===== src/rtl/march_pkg.sv =====
// rtl/march_pkg.sv - shared FSM states and March C- element table
package march_pkg;

   typedef enum logic [2:0] {IDLE, SETUP, RUN, DRAIN, DONE} state_t;

   localparam int NUM_ELEM = 6;
   localparam logic [2:0] LAST_ELEM = 3'(NUM_ELEM - 1);

   // One bit per element, bit k = element Mk; read/write values are background bits
   localparam logic [NUM_ELEM-1:0] ELEM_UP     = 6'b100111;
   localparam logic [NUM_ELEM-1:0] ELEM_HAS_RD = 6'b111110;
   localparam logic [NUM_ELEM-1:0] ELEM_RD_VAL = 6'b010100;
   localparam logic [NUM_ELEM-1:0] ELEM_HAS_WR = 6'b011111;
   localparam logic [NUM_ELEM-1:0] ELEM_WR_VAL = 6'b001010;

   typedef struct packed {
      logic dir;
      logic has_rd;
      logic rd_val;
      logic has_wr;
      logic wr_val;
   } elem_t;

   function automatic elem_t elem_info(input logic [2:0] idx);
      elem_t e;
      e.dir    = ELEM_UP[idx];
      e.has_rd = ELEM_HAS_RD[idx];
      e.rd_val = ELEM_RD_VAL[idx];
      e.has_wr = ELEM_HAS_WR[idx];
      e.wr_val = ELEM_WR_VAL[idx];
      return e;
   endfunction

endpackage


===== src/rtl/march_resp_cmp.sv =====
// rtl/march_resp_cmp.sv - registered read-data compare with sticky fail and first-fail capture
module march_resp_cmp #(
   parameter int AD_W   = 4,
   parameter int DATA_W = 8
) (
   input  logic              clk,
   input  logic              reset,
   input  logic              clr,
   input  logic              vld,
   input  logic [DATA_W-1:0] rdata,
   input  logic [DATA_W-1:0] exp_data,
   input  logic [AD_W-1:0]   addr,
   input  logic [2:0]        elem,
   output logic              fail,
   output logic [AD_W-1:0]   fail_addr,
   output logic [2:0]        fail_elem
);

   always_ff @(posedge clk) begin
      if (!reset || clr) begin
         fail      <= 1'b0;
         fail_addr <= '0;
         fail_elem <= '0;
      end else if (vld && (rdata != exp_data)) begin
         fail <= 1'b1;
         // location is kept from the first mismatch only
         if (!fail) begin
            fail_addr <= addr;
            fail_elem <= elem;
         end
      end
   end

endmodule


===== src/rtl/march_c_controller.sv =====
// rtl/march_c_controller.sv - March C- BIST sequencer driving an address generator and dual-port RAM
module march_c_controller
   import march_pkg::*;
#(
   parameter int AD_W   = 4,
   parameter int DATA_W = 8
) (
   input  logic              clk,
   input  logic              reset,
   input  logic              start,
   input  logic              ag_carry,
   input  logic [AD_W-1:0]   ag_address,
   output logic              ag_reset,
   output logic              ag_preset,
   output logic              ag_en,
   output logic              ag_up_down,
   output logic              mem_re,
   output logic [AD_W-1:0]   mem_raddr,
   input  logic [DATA_W-1:0] mem_rdata,
   output logic              mem_we,
   output logic [AD_W-1:0]   mem_waddr,
   output logic [DATA_W-1:0] mem_wdata,
   output logic              busy,
   output logic              done,
   output logic              fail,
   output logic [AD_W-1:0]   fail_addr,
   output logic [2:0]        fail_elem
);

   state_t              state;
   logic [2:0]          elem;
   elem_t               cur;
   logic                cmp_clr;
   logic                cmp_vld;
   logic [AD_W-1:0]     cmp_addr;
   logic [DATA_W-1:0]   cmp_exp;
   logic [2:0]          cmp_elem;

   assign cur       = elem_info(elem);
   assign mem_raddr = ag_address;
   assign cmp_clr   = start && ((state == IDLE) || (state == DONE));

   always_ff @(posedge clk) begin
      if (!reset) begin
         state      <= IDLE;
         elem       <= '0;
         ag_reset   <= 1'b1;
         ag_preset  <= 1'b0;
         ag_en      <= 1'b0;
         ag_up_down <= 1'b0;
         mem_re     <= 1'b0;
         mem_we     <= 1'b0;
         mem_waddr  <= '0;
         mem_wdata  <= '0;
         busy       <= 1'b0;
         done       <= 1'b0;
         cmp_vld    <= 1'b0;
         cmp_addr   <= '0;
         cmp_exp    <= '0;
         cmp_elem   <= '0;
      end else begin
         // second half of each op pair: the address read this cycle is compared/written next cycle
         mem_we    <= (state == RUN) && cur.has_wr;
         mem_waddr <= ag_address;
         mem_wdata <= {DATA_W{cur.wr_val}};
         cmp_vld   <= (state == RUN) && cur.has_rd;
         cmp_addr  <= ag_address;
         cmp_exp   <= {DATA_W{cur.rd_val}};
         cmp_elem  <= elem;

         case (state)
            IDLE, DONE: begin
               if (start) begin
                  state     <= SETUP;
                  elem      <= '0;
                  busy      <= 1'b1;
                  done      <= 1'b0;
                  ag_reset  <= ELEM_UP[0];
                  ag_preset <= !ELEM_UP[0];
               end
            end
            SETUP: begin
               state      <= RUN;
               ag_reset   <= 1'b0;
               ag_preset  <= 1'b0;
               ag_en      <= 1'b1;
               ag_up_down <= cur.dir;
               mem_re     <= cur.has_rd;
            end
            RUN: begin
               if (ag_carry) begin
                  state  <= DRAIN;
                  ag_en  <= 1'b0;
                  mem_re <= 1'b0;
               end
            end
            DRAIN: begin
               if (elem == LAST_ELEM) begin
                  state    <= DONE;
                  busy     <= 1'b0;
                  done     <= 1'b1;
                  ag_reset <= 1'b1;
               end else begin
                  state     <= SETUP;
                  elem      <= elem + 3'd1;
                  ag_reset  <= ELEM_UP[elem + 3'd1];
                  ag_preset <= !ELEM_UP[elem + 3'd1];
               end
            end
            default: state <= IDLE;
         endcase
      end
   end

   march_resp_cmp #(
      .AD_W   (AD_W),
      .DATA_W (DATA_W)
   ) u_resp_cmp (
      .clk       (clk),
      .reset     (reset),
      .clr       (cmp_clr),
      .vld       (cmp_vld),
      .rdata     (mem_rdata),
      .exp_data  (cmp_exp),
      .addr      (cmp_addr),
      .elem      (cmp_elem),
      .fail      (fail),
      .fail_addr (fail_addr),
      .fail_elem (fail_elem)
   );

endmodule


===== config.mk =====
export PLATFORM = sky130hd
export DESIGN_NAME = march_c_controller
export DESIGN_NICKNAME = d
export VERILOG_FILES = /design/src/rtl/march_pkg.sv /design/src/rtl/march_resp_cmp.sv /design/src/rtl/march_c_controller.sv
export SDC_FILE = /design/constraint.sdc
export NUM_CORES = 1
export LEC_CHECK = 0
export CORE_UTILIZATION = 56
export DETAILED_ROUTE_END_ITERATION = 16
export DONT_BUFFER_PORTS = 1
export HOLD_SLACK_MARGIN = 0.1
export MAX_ROUTING_LAYER = met4
export PLACE_DENSITY = 0.79
export SLEW_MARGIN = 20
export SYNTH_ARGS = -nofsm -noshare
export SYNTH_HDL_FRONTEND = slang
export SYNTH_SLANG_ARGS = --single-unit

===== constraint.sdc =====
create_clock -name clk -period 1.6 [get_ports clk]
set_input_delay 0 -clock clk [delete_from_list [all_inputs] [get_ports clk]]
set_output_delay 0 -clock clk [all_outputs]
set_load 0.005 [all_outputs]

Yosys cells after proc, flatten, opt, wreduce, memory -nomap -nowiden
Memory sizes are Yosys's and may differ from the RTL's. A register that Yosys moved wholly into a read port is not among the register bits.
Cells that the tools add are included.
{ "word_totals": {"mem_bits_ro": 48, "mem_count": 6, "reg_bits": 29, "input_bits": 16, "out_inout_bits": 32, "wordCells": 85} }
{ "op_classes": {"bitwise_logic": 1, "reduce_logical": 23, "mux": 27, "eq_ne": 10, "addsub": 1, "n_lt_le_gt_ge": 2} }
{ "memory_table": {"columns": ["name", "depth", "word_bits", "read_ports", "rd_clocked_by_memory_dff", "wr", "line_no", "text"], "rows": [
  ["(no name shown)", 8, 1, 1, 0, 0, "march_c_controller.sv:107", "ag_preset <= !ELEM_UP[elem + 3'd1];"],
  ["(no name shown)", 8, 1, 1, 1, 0, "march_pkg.sv:30", "e.wr_val = ELEM_WR_VAL[idx];"],
  ["(no name shown)", 8, 1, 1, 1, 0, "march_pkg.sv:29", "e.has_wr = ELEM_HAS_WR[idx];"],
  ["(no name shown)", 8, 1, 1, 1, 0, "march_pkg.sv:28", "e.rd_val = ELEM_RD_VAL[idx];"],
  ["(no name shown)", 8, 1, 1, 1, 0, "march_pkg.sv:27", "e.has_rd = ELEM_HAS_RD[idx];"],
  ["(no name shown)", 8, 1, 1, 1, 0, "march_pkg.sv:26", "e.dir = ELEM_UP[idx];"]
]} }
{ "ops": {"columns": ["op", "count"], "rows": [
  ["$mux 3", 9],
  ["$pmux 3 s4", 1],
  ["$mux 1", 10],
  ["$reduce_and 3->1", 3],
  ["$lt 3x4->1 const B", 2],
  ["$ne 2x2->1 const B", 4],
  ["$ne 8x8->1", 1],
  ["$pmux 1 s2", 4],
  ["$reduce_and 2->1", 4],
  ["$eq 3x2->1 const B", 2],
  ["$eq 3x3->1 const B", 2],
  ["$pmux 1 s3", 2],
  ["$pmux 3 s2", 1],
  ["$logic_not 1->1", 5],
  ["$logic_and 1x1->1", 4],
  ["$reduce_bool 2->1", 2],
  ["$add 3x1->3 const B", 1],
  ["$eq 3x1->1 const B", 1],
  ["$logic_not 3->1", 1],
  ["$reduce_bool 3->1", 1],
  ["$logic_or 1x1->1", 2],
  ["$reduce_or 2->1", 1],
  ["$not 1->1", 1]
]} }

Logic depth before layout (Yosys ltp)
Gate-level depths: netlist (run 1).
{ "depth": {"depth_word": 6, "depth_mapped": 6, "ltp_nobuf": 6} }

Modules after synthesis
A second synthesis (run 1) with hierarchy kept.
{ "hier_totals": {"cells_unflattened": 160, "area_unflattened_um2": 1561.5} }
{ "by_module_without_submodules": {"columns": ["module", "seq_area_each_um2", "n_inst", "cells_each", "area_per_inst_um2"], "rows": [
  ["march_c_controller", 520.5, 1, 115, 1143.6],
  ["march_resp_cmp", 160.2, 1, 45, 417.9]
]} }

Least setup slack after synthesis (run 1)
OpenSTA, ideal clock, no wires.
{ "synth_timing": {"path_kind": "register to register", "start": "register elem[1]", "end": "register cur[3] (netlist name)", "setup_time_ns": 0.120, "t_required_ns": 1.480, "arrival_ns": 1.324, "path_stages_with_launch": 7, "n_path_buf": 0, "synth_period_minus_slack_ns": 1.443, "setup_slack_ns": 0.157, "path_cell_list": "dfxtp_1 -> inv_1 -> ha_1 -> and2_1 -> o211ai_2 -> o21ai_1 -> a211o_1"} }
{ "synth_lines": {"columns": ["item", "line_no", "text"], "rows": [
  ["start, declared", "march_c_controller.sv:31", "logic [2:0] elem;"],
  ["start signal, assigned", "march_c_controller.sv:105", "elem <= elem + 3'd1;"]
]} }

==> metrics, run 1 <==
Mean Syn Cell Area=9.17 sq um; slowest cell delay on critical path=0.52 ns; final wirelength=3240 um; Hold Fails Final Rpt=0; core area=0.00252 sq mm; Yosys warnings=0; H-Tree Depth=2; Setup crit end kind=flop; CP Data Arrival Time=1.75 ns; Yosys cell types=35; reg-to-reg startpoint=state[1]; global route overflow=0; CTS tree=built; DR iter-0 viols=7; Yosys top cell area share=44.7%; EDFF count, synth=0; main flop type after synthesis=dfxtp_1; RSZ-0062 raised after global routing=false; initial core utilization=60.4%; Final Max Tran Viols=0; mux cell area share after synthesis=3.29%; critical path startpoint category=flop; Max VDD drop=approximately 0.77 mV; worst path required time=1.83 ns; largest family of logic cells by synthesized area=simple AND/OR/NAND/NOR gates; Vias/cell=5.75; Worst-path clk slew=0.10 ns; Clock Tree Root=clkbuf_4; # DRC=0; clk_skew=0.00506 ns; Max clock buf depth=2; Vias=1,184; sequential element share of the synthesized area=44.7%; Die W=54.1 um; CP top delay family=simple AND/OR/NAND/NOR gates; GRT Total Usage=25.3%; wire per inst=15.7 um; crit-path cells=or3b_1, nand2_4, nor3_4, a211o_1; Hold Crit Start=mem_rdata[4]; first drt pass iteration count=4; top cells by area, synth=dfxtp_1, a21oi_1, buf_4, ha_1, and2_1; Synth async-reset ratio=0%; hold slack=0.143 ns; synthesized instance count=166; Nets=196; leakage power=~0.63 nW; P&R area growth vs syn=11.0%; placement row count=18; number of global-route vias before repair=roughly 1,200; largest net degree at the start of global routing=14; adder-cell share of the synthesized area=4.11%; CP Max Fanout=9; min Tclk post-route=1.52 ns; DP HPWL=around 2200 um; synthesized flop and latch total=34; area share of and/or/nand/nor cells after synthesis=21.4%; Tcrit/Tclk final=95.2%; clk_lat worst skew=0.33 ns; Detail Route Antenna Nets=0; count leader, synth=dfxtp_1; Post-Syn Area=0.00152 sq mm; first-pass GRT wire length=4970 um; total power=1.56 mW; status=finished, final reports clean; Synthesized Nets=approximately 190; Buffers on Ports=0; Max-Cap Viols=0; Synth area leader=dfxtp_1; CP Buf/Inv Count=0; Final setup viols=0; Compound-Gate Fraction of Synth Area=15.5%; Num CTS Buffers=5; DIE AREA=0.00293 sq mm; CP Launch Point=state[1]; GPL Wtd Cong=about 0.8; Hold Path Class=in -> reg; n_diodes=0; Fmax=between 600 and 700 MHz; initial antenna violation count=0; Max-slew headroom=61.0%; Post-CTS Setup Bufs=0; worst setup path class=reg -> reg; Critical-path top delay cell=or3b_1; I/O pin cnt=48; Synth Area in XOR/XNOR=around 1.2%; final std cells w/o fill=just over 200; Synth top cells by count=dfxtp_1, a21oi_1, buf_4; dpl cells=183; Slew @ Worst Pin=between 0.5 and 0.6 ns; Die Ht=54.1 um; setup TNS=0 ns; # clock sinks=34; Power Dens Cells=a little over 900 mW/mm^2; layout cell share with drive strength beyond 1=13.1%
## worst reg2reg max path, delay by kind of cell (launching register included)
kind / cells / cell delay, ns
flops: 1 / 0.38
simple gates: 3 / 0.79
compound gates: 1 / 0.26
## metrics by stage
step | worst slack (ns) | cell area, sq um | util (%)
floorplan | 0.157 | 1520 | -
global placement | 0.166 | 1470 | 58.3
detailed placement | 0.118 | 1470 | 58.3
CTS | 0.0661 | 1680 | 66.6
global route | 0.000191 | 1690 | 67.0
finish | 0.0772 | 1690 | 67.0
## kinds of logic (layout without fill, tap and decap cells)
group / after synthesis / count (layout)
muxes: 5 / 5
adders and majority gates: 5 / 5
buffers and inverters: 23 / 33
xor gates and xnor gates: 2 / 2
DFF: 34 / 34
AOI/OAI and AO/OA: 39 / 39
and+or+nand+nor: 58 / 58
## power breakdown
| group | total [mW] | switching [mW] | internal, mW |
|---|---|---|---|
| logic | 0.170 | 0.0911 | 0.0790 |
| registers | 0.905 | 0.0291 | 0.876 |
| clock network | 0.481 | 0.269 | 0.213 |
| total | 1.56 | 0.389 | 1.17 |
## cell usage in the layout (no fill, tap or decap), types with 2 or more instances in the layout
| cell type | instances |
|---|---|
| and2_1 | 8 |
| nand3b_1 | 3 |
| dfxtp_2 | 2 |
| dlygate4sd3_1 | 14 |
| a21oi_1 | 17 |
| clkbuf_4 | 5 |
| nor2_1 | 11 |
| nor4_1 | 2 |
| xnor2_1 | 2 |
| nor3_1 | 4 |
| buf_4 | 6 |
| o21ai_0 | 11 |
| nand2_1 | 11 |
| dfxtp_1 | 32 |
| o21a_1 | 2 |
| inv_1 | 4 |
| nand3_1 | 10 |
| mux2i_1 | 5 |
| ha_1 | 5 |
## sequential cells by signal, summed over array words and instances, names as in the netlist, 2 cells and up
register	cells
u_resp_cmp.fail_addr	4
u_resp_cmp.fail_elem	3
cmp_addr	4
state	3
cmp_elem	3
elem	3
cur	2
## what timing repair did
item                                   CTS  global route
hold buffers                            15             0
endpoints found under the hold margin   35             0
setup endpoints to repair                0             2
resized for setup                        0             5
## per-layer routing
layer	part of all wire [%]	track usage (%)
met1	37	22.6
met2	56	48.4
met3	5.4	6.78
met4	2.1	11.5
met5	0	-
## final cells by class
| type | instances | area (sq um) |
|---|---|---|
| Fill cell | 231 | 832 |
| Multi-Input combinational cell | 109 | 697 |
| Sequential cell | 34 | 683 |
| Timing Repair Buffer | 21 | 198 |
| Clock buffer | 7 | 55.1 |
| Tap cell | 30 | 37.5 |
| Inverter | 4 | 15.0 |
| Clock inverter | 1 | 5.00 |
## path summary, 6_finish.rpt
kind	to	slack (ns)	cells past startpoint
worst max-delay path	cur[3]	0.08	4
worst min-delay path	u_resp_cmp.fail_elem[1]	0.14	4
worst max register to register	cur[3]	0.08	4
worst min register to register	mem_we	0.45	1
Note: power is estimated with default switching activity, not from simulation.
==> run 2: changes to the inputs <==
- CORE_MARGIN: unset -> 2
==> run 2 against run 1 <==
Effect of this change: sequential cell count unchanged; global-route usage down 4.5 points; clock skew up 0.011 ns; critical endpoint is now ag_preset; worst setup slack better by 0.018 ns; die area up 7.5%; via count down 3.5%; maximum frequency up 1.2%; largest power group unchanged; combinational power about the same; clock power up 69%; cell area up 1.7%; final cell count down 0.97%; largest cell class unchanged; sequential power about the same.
==> metrics, run 2 (synthesis results as in run 1) <==
status=finished, final reports clean (unchanged); Hold Fails Final Rpt=0 (unchanged); worst setup path class=reg -> reg (unchanged); Detail Route Antenna Nets=0 (unchanged); Power Dens Cells=1100 mW/mm^2 (was 921 mW/mm^2); placement row count=18 (unchanged); Vias=1,142 (was 1,184); Clock Tree Root=clkbuf_4 (unchanged); core area=0.00252 sq mm (unchanged); Max VDD drop=0.790 mV (was 0.766 mV); Die Ht=56.1 um (was 54.1 um); Num CTS Buffers=5 (unchanged); post-place instance area=0.00147 sq mm (unchanged); Design Area, Final=0.00172 sq mm (was 0.00169 sq mm); # DRC=0 (unchanged); Max clock buf depth=2 (unchanged); Util after Layout=68.2% (was 67.0%); P&R area growth vs syn=12.9% (was 11.0%); Slew @ Worst Pin=0.547 ns (was 0.580 ns); GR Util met2=35.6% (was 48.4%); largest net degree at the start of global routing=14 (unchanged); Max-slew headroom=63.2% (was 61.0%); most common library cell in the layout ignoring fill and taps=dfxtp_1 (unchanged); n_diodes=0 (unchanged); Nets=194 (was 196); CP Data Arrival Time=1.74 ns (was 1.75 ns); layout cell share with drive strength beyond 1=12.6% (was 13.1%); Tcrit/Tclk final=94.1% (was 95.2%); CTS tree=built (unchanged); critical path startpoint category=flop (unchanged); global route overflow=0 (unchanged); Die W=56.1 um (was 54.1 um); GRT Total Usage=20.8% (was 25.3%); RSZ-0062 raised after global routing=false (unchanged); clk_skew=0.0156 ns (was 0.00506 ns); top flop regs=cmp_addr (4), u_resp_cmp.fail_addr (4) (unchanged); leakage power=0.643 nW (was 0.635 nW); Hold Path Class=in -> reg (unchanged); Worst-path clk slew=0.11 ns (was 0.10 ns); Vias/cell=5.60 (was 5.75); DIE AREA=0.00315 sq mm (was 0.00293 sq mm); wire per inst=15.0 um (was 15.7 um); first-pass GRT wire length=5040 um (was 4970 um); DP HPWL=2050 um (was 2170 um); initial core utilization=60.4% (unchanged); Max-Cap Viols=0 (unchanged); GPL Wtd Cong=0.887 (was 0.804); commonest cells after routing, fill and taps aside=dfxtp_1, a21oi_1, dlygate4sd3_1 (unchanged); min Tclk post-route=1.51 ns (was 1.52 ns); clk_lat worst skew=0.34 ns (was 0.33 ns); final wirelength=3060 um (was 3240 um); Buffers on Ports=0 (unchanged); Final Max Tran Viols=0 (unchanged); number of global-route vias before repair=1,171 (was 1,231); CP Max Fanout=5 (was 9); busiest grt layer=met2 (unchanged); first drt pass iteration count=4 (unchanged); met1 GRT Util=21.6% (was 22.6%); DR iter-0 viols=65 (was 7); Final setup viols=0 (unchanged); met3 usage=6.51% (was 6.78%); Setup crit end kind=flop (unchanged); Fmax=664 MHz (was 657 MHz); setup TNS=0 ns (unchanged); # clock sinks=34 (unchanged); initial antenna violation count=0 (unchanged); I/O pin cnt=48 (unchanged); total power=1.88 mW (was 1.56 mW); worst path required time=1.84 ns (was 1.83 ns); H-Tree Depth=2 (unchanged)
## run 2: worst paths after layout
path,from,endpoint,slack [ns],cells after the start
setup / recovery,elem[1],ag_preset,0.09,6
setup reg to reg,elem[1],ag_preset,0.09,6
hold / removal,mem_rdata[0],u_resp_cmp.fail_addr[3],0.12,4
hold reg to reg,cur[1],mem_we,0.44,1
## run 2: worst max-delay path, stage by stage, from the launching register on
cell     delay (ns)
dfxtp_1        0.32
buf_4          0.15
ha_1           0.22
xnor2_1        0.21
mux2i_1        0.25
nor2_1         0.08
o21a_1         0.18
## run 2: layer usage
layer	up-vias	routed length, um
li1	584	-
met1	522	1160
met2	31	1640
met3	5	201
met4	0	50
met5	-	0
## run 2: stage by stage
stage | worst slack [ns] | hold WS, ns | cells
2_1_floorplan | 0.157 | 0.0808 | 166
3_3_place_gp | 0.182 | 0.0000496 | 183
3_5_place_dp | 0.105 | 0.0000495 | 183
4_1_cts | 0.0467 | 0.114 | 204
5_1_grt | 0.00313 | 0.131 | 204
6_report | 0.0947 | 0.120 | 204
## run 2: power by group
part | internal [mW] | leakage [nW] | total (mW) | switching (mW)
Combinational | 0.0775 | 0.308 | 0.169 | 0.0911
Clock | 0.529 | 0.0585 | 0.813 | 0.284
Sequential | 0.876 | 0.277 | 0.903 | 0.0261
## run 2: timing repair
action / in CTS / in global routing
endpoints found under the setup margin: 0 / 2
hold endpoints to repair: 35 / 0
hold buffers: 13 / 0
resized for setup: 0 / 2
buffers inserted: 0 / 0
## run 2: layout make-up
| class | count | area [sq um] |
|---|---|---|
| Inverter | 4 | 15.0 |
| Clock buffer | 6 | 51.3 |
| Fill cell | 215 | 803 |
| Sequential cell | 34 | 682 |
| Tap cell | 30 | 37.5 |
| Timing Repair Buffer | 19 | 175 |
| Multi-Input combinational cell | 109 | 698 |
| Clock inverter | 2 | 60.1 |
==> run 3: changes to the inputs <==
- GPL_TIMING_DRIVEN: unset -> 0
==> run 3 against run 2 <==
Effect of this change: combinational power increased by 11%; global-route usage grew 1.4 points; clock power is 3.7% lower; largest cell class unchanged; final cell count grew 7.4%; first-iteration DRC count is 14% lower; total power down 0.88%; critical path type unchanged; non-clock buffer count grew 15; via count up 5.5%.
==> metrics, run 3 (synthesis results as in run 1) <==
clk_lat worst skew=0.34 ns (about the same); P&R area growth vs syn=20.0% (was 12.9%); Final Max Tran Viols=0 (unchanged); worst setup path class=reg -> reg (unchanged); Clock Tree Root=clkbuf_4 (unchanged); multi-input logic area=698 sq um (unchanged); number of fill cells=209 (was 215); Vias=1,205 (was 1,142); Max-slew headroom=60.5% (was 63.2%); Power Dens Cells=1020 mW/mm^2 (was 1100 mW/mm^2); most common library cell in the layout ignoring fill and taps=dfxtp_1 (unchanged); final wirelength=3230 um (was 3060 um); CP Data Arrival Time=1.70 ns (was 1.74 ns); DP HPWL=2270 um (was 2050 um); Num CTS Buffers=5 (unchanged); Die Ht=56.1 um (unchanged); Worst-path clk slew=0.11 ns (about the same); largest net degree at the start of global routing=13 (was 14); Tcrit/Tclk final=91.9% (was 94.1%); Max-Cap Viols=0 (unchanged); wl on met1=1240 um (was 1160 um); worst path required time=1.83 ns (was 1.84 ns); Vias/cell=5.50 (was 5.60); RSZ-0062 raised after global routing=false (unchanged); I/O pin cnt=48 (unchanged); placement row count=18 (unchanged); number of global-route vias before repair=1,257 (was 1,171); # clock sinks=34 (unchanged); core area=0.00252 sq mm (unchanged); Max VDD drop=1.17 mV (was 0.790 mV); GPL Wtd Cong=0.891 (was 0.887); Detail Route Antenna Nets=0 (unchanged); register area=684 sq um (was 682 sq um); commonest cells after routing, fill and taps aside=dfxtp_1, a21oi_1, dlygate4sd3_1 (unchanged); hold depth=4 (unchanged); status=finished, final reports clean (unchanged); worst reg-to-reg setup slack=0.13 ns (was 0.09 ns); Setup crit end kind=flop (unchanged); max layer used=met4 (unchanged); Post-CTS Setup Bufs=0 (unchanged); Buffers on Ports=0 (unchanged); met2 wire len=1740 um (was 1640 um); RR Endpoint=cur[3] (was ag_preset); Hold Fails Final Rpt=0 (unchanged); # DRC=0 (unchanged); n_diodes=0 (unchanged); Hold Crit Start=mem_rdata[4] (was mem_rdata[0]); H-Tree Depth=2 (unchanged); leakage power=0.708 nW (was 0.643 nW); wire length on met3=174 um (was 201 um); global route overflow=0 (unchanged); CTS tree=built (unchanged); Max clock buf depth=2 (unchanged); Fmax=680 MHz (was 664 MHz); wire per inst=14.8 um (was 15.0 um); layout cell share with drive strength beyond 1=18.0% (was 12.6%); Util after Layout=72.4% (was 68.2%); initial antenna violation count=0 (unchanged); hold path endpoint=u_resp_cmp.fail_addr[0] (was u_resp_cmp.fail_addr[3]); DIE AREA=0.00315 sq mm (unchanged); first drt pass iteration count=4 (unchanged); initial core utilization=60.4% (unchanged); R2R depth=6 (unchanged); Final setup viols=0 (unchanged); min Tclk post-route=1.47 ns (was 1.51 ns); reg-to-reg startpoint=state[2] (was elem[1]); top flop regs=cmp_addr (4), u_resp_cmp.fail_addr (4) (unchanged); critical path startpoint category=flop (unchanged); Nets=209 (was 194); DR iter-0 viols=56 (was 65); setup TNS=0 ns (unchanged); GRT Total Usage=22.3% (was 20.8%); Die W=56.1 um (unchanged); Slew @ Worst Pin=0.589 ns (was 0.547 ns); CP Max Fanout=10 (was 5); clk_skew=0.0138 ns (was 0.0156 ns); first-pass GRT wire length=5360 um (was 5040 um); Hold Path Class=in -> reg (unchanged); total power=1.87 mW (was 1.88 mW)
run 3: cell types whose count changed in the layout (fill, tap and decap cells not counted), moves of 2 or more:
cell           previous run  this run
buf_2                     0         3
buf_4                     6        12
buf_6                     0         2
clkbuf_1                  0         2
dlygate4sd3_1            13        15
run 3: where the power goes:
group          internal (mW)  switching [mW]
combinational         0.0890          0.0980
clock                  0.489           0.294
sequential             0.875          0.0229
run 3: worst max-delay path by stage:
| stage | start | end | slack [ns] | depth (start not counted) |
|---|---|---|---|---|
| detailed placement | elem[1] | cur[3] | 0.04 | 6 |
| global route | elem[1] | cur[3] | 0.02 | 6 |
| CTS | elem[1] | cur[3] | 0.08 | 6 |
| global placement | elem[1] | cur[3] | 0.04 | 6 |
| finish | state[2] | cur[3] | 0.13 | 6 |
| floorplan | elem[1] | cur[3] | 0.16 | 6 |
run 3: final cells by class:
class	count	area share, %
plain buffers	19	7.40
clock buffers	5	2.05
clock inverters	3	3.77
inverters	4	0.822
multi-input cells	109	38.2
flip-flops and latches	34	37.5
well taps	30	2.05
repair buffers	15	8.22
run 3: what timing repair did:
item | in CTS | in global routing
setup endpoints to repair | 1 | 1
pin swaps | 0 | 1
hold endpoints to repair | 31 | 0
gates resized for setup | 1 | 3
hold buffers | 15 | 0
run 3: routing by layer:
metal / vias up / track usage [%]
li1: 611 / -
met1: 547 / 22.8
met2: 37 / 39.5
met3: 10 / 5.12
met4: 0 / 11.2
met5: - / -
run 3: critical path, cell delays in order, from the launching register on:
cell	delay [ns]
dfxtp_1	0.34
buf_6	0.13
and3b_1	0.18
buf_4	0.15
a21oi_1	0.24
nor3_4	0.07
a211o_1	0.26
run 3: metrics by stage:
stage | instances | worst slack (ns) | hold slack [ns] | instance area (sq um)
finish | 219 | 0.130 | 0.133 | 1830
global route | 219 | 0.0250 | 0.175 | 1830
CTS | 219 | 0.0767 | 0.124 | 1820
detailed placement | 196 | 0.0352 | 0.0850 | 1560
global placement | 196 | 0.0394 | 0.0844 | 1560
floorplan | 166 | 0.157 | 0.0808 | 1520
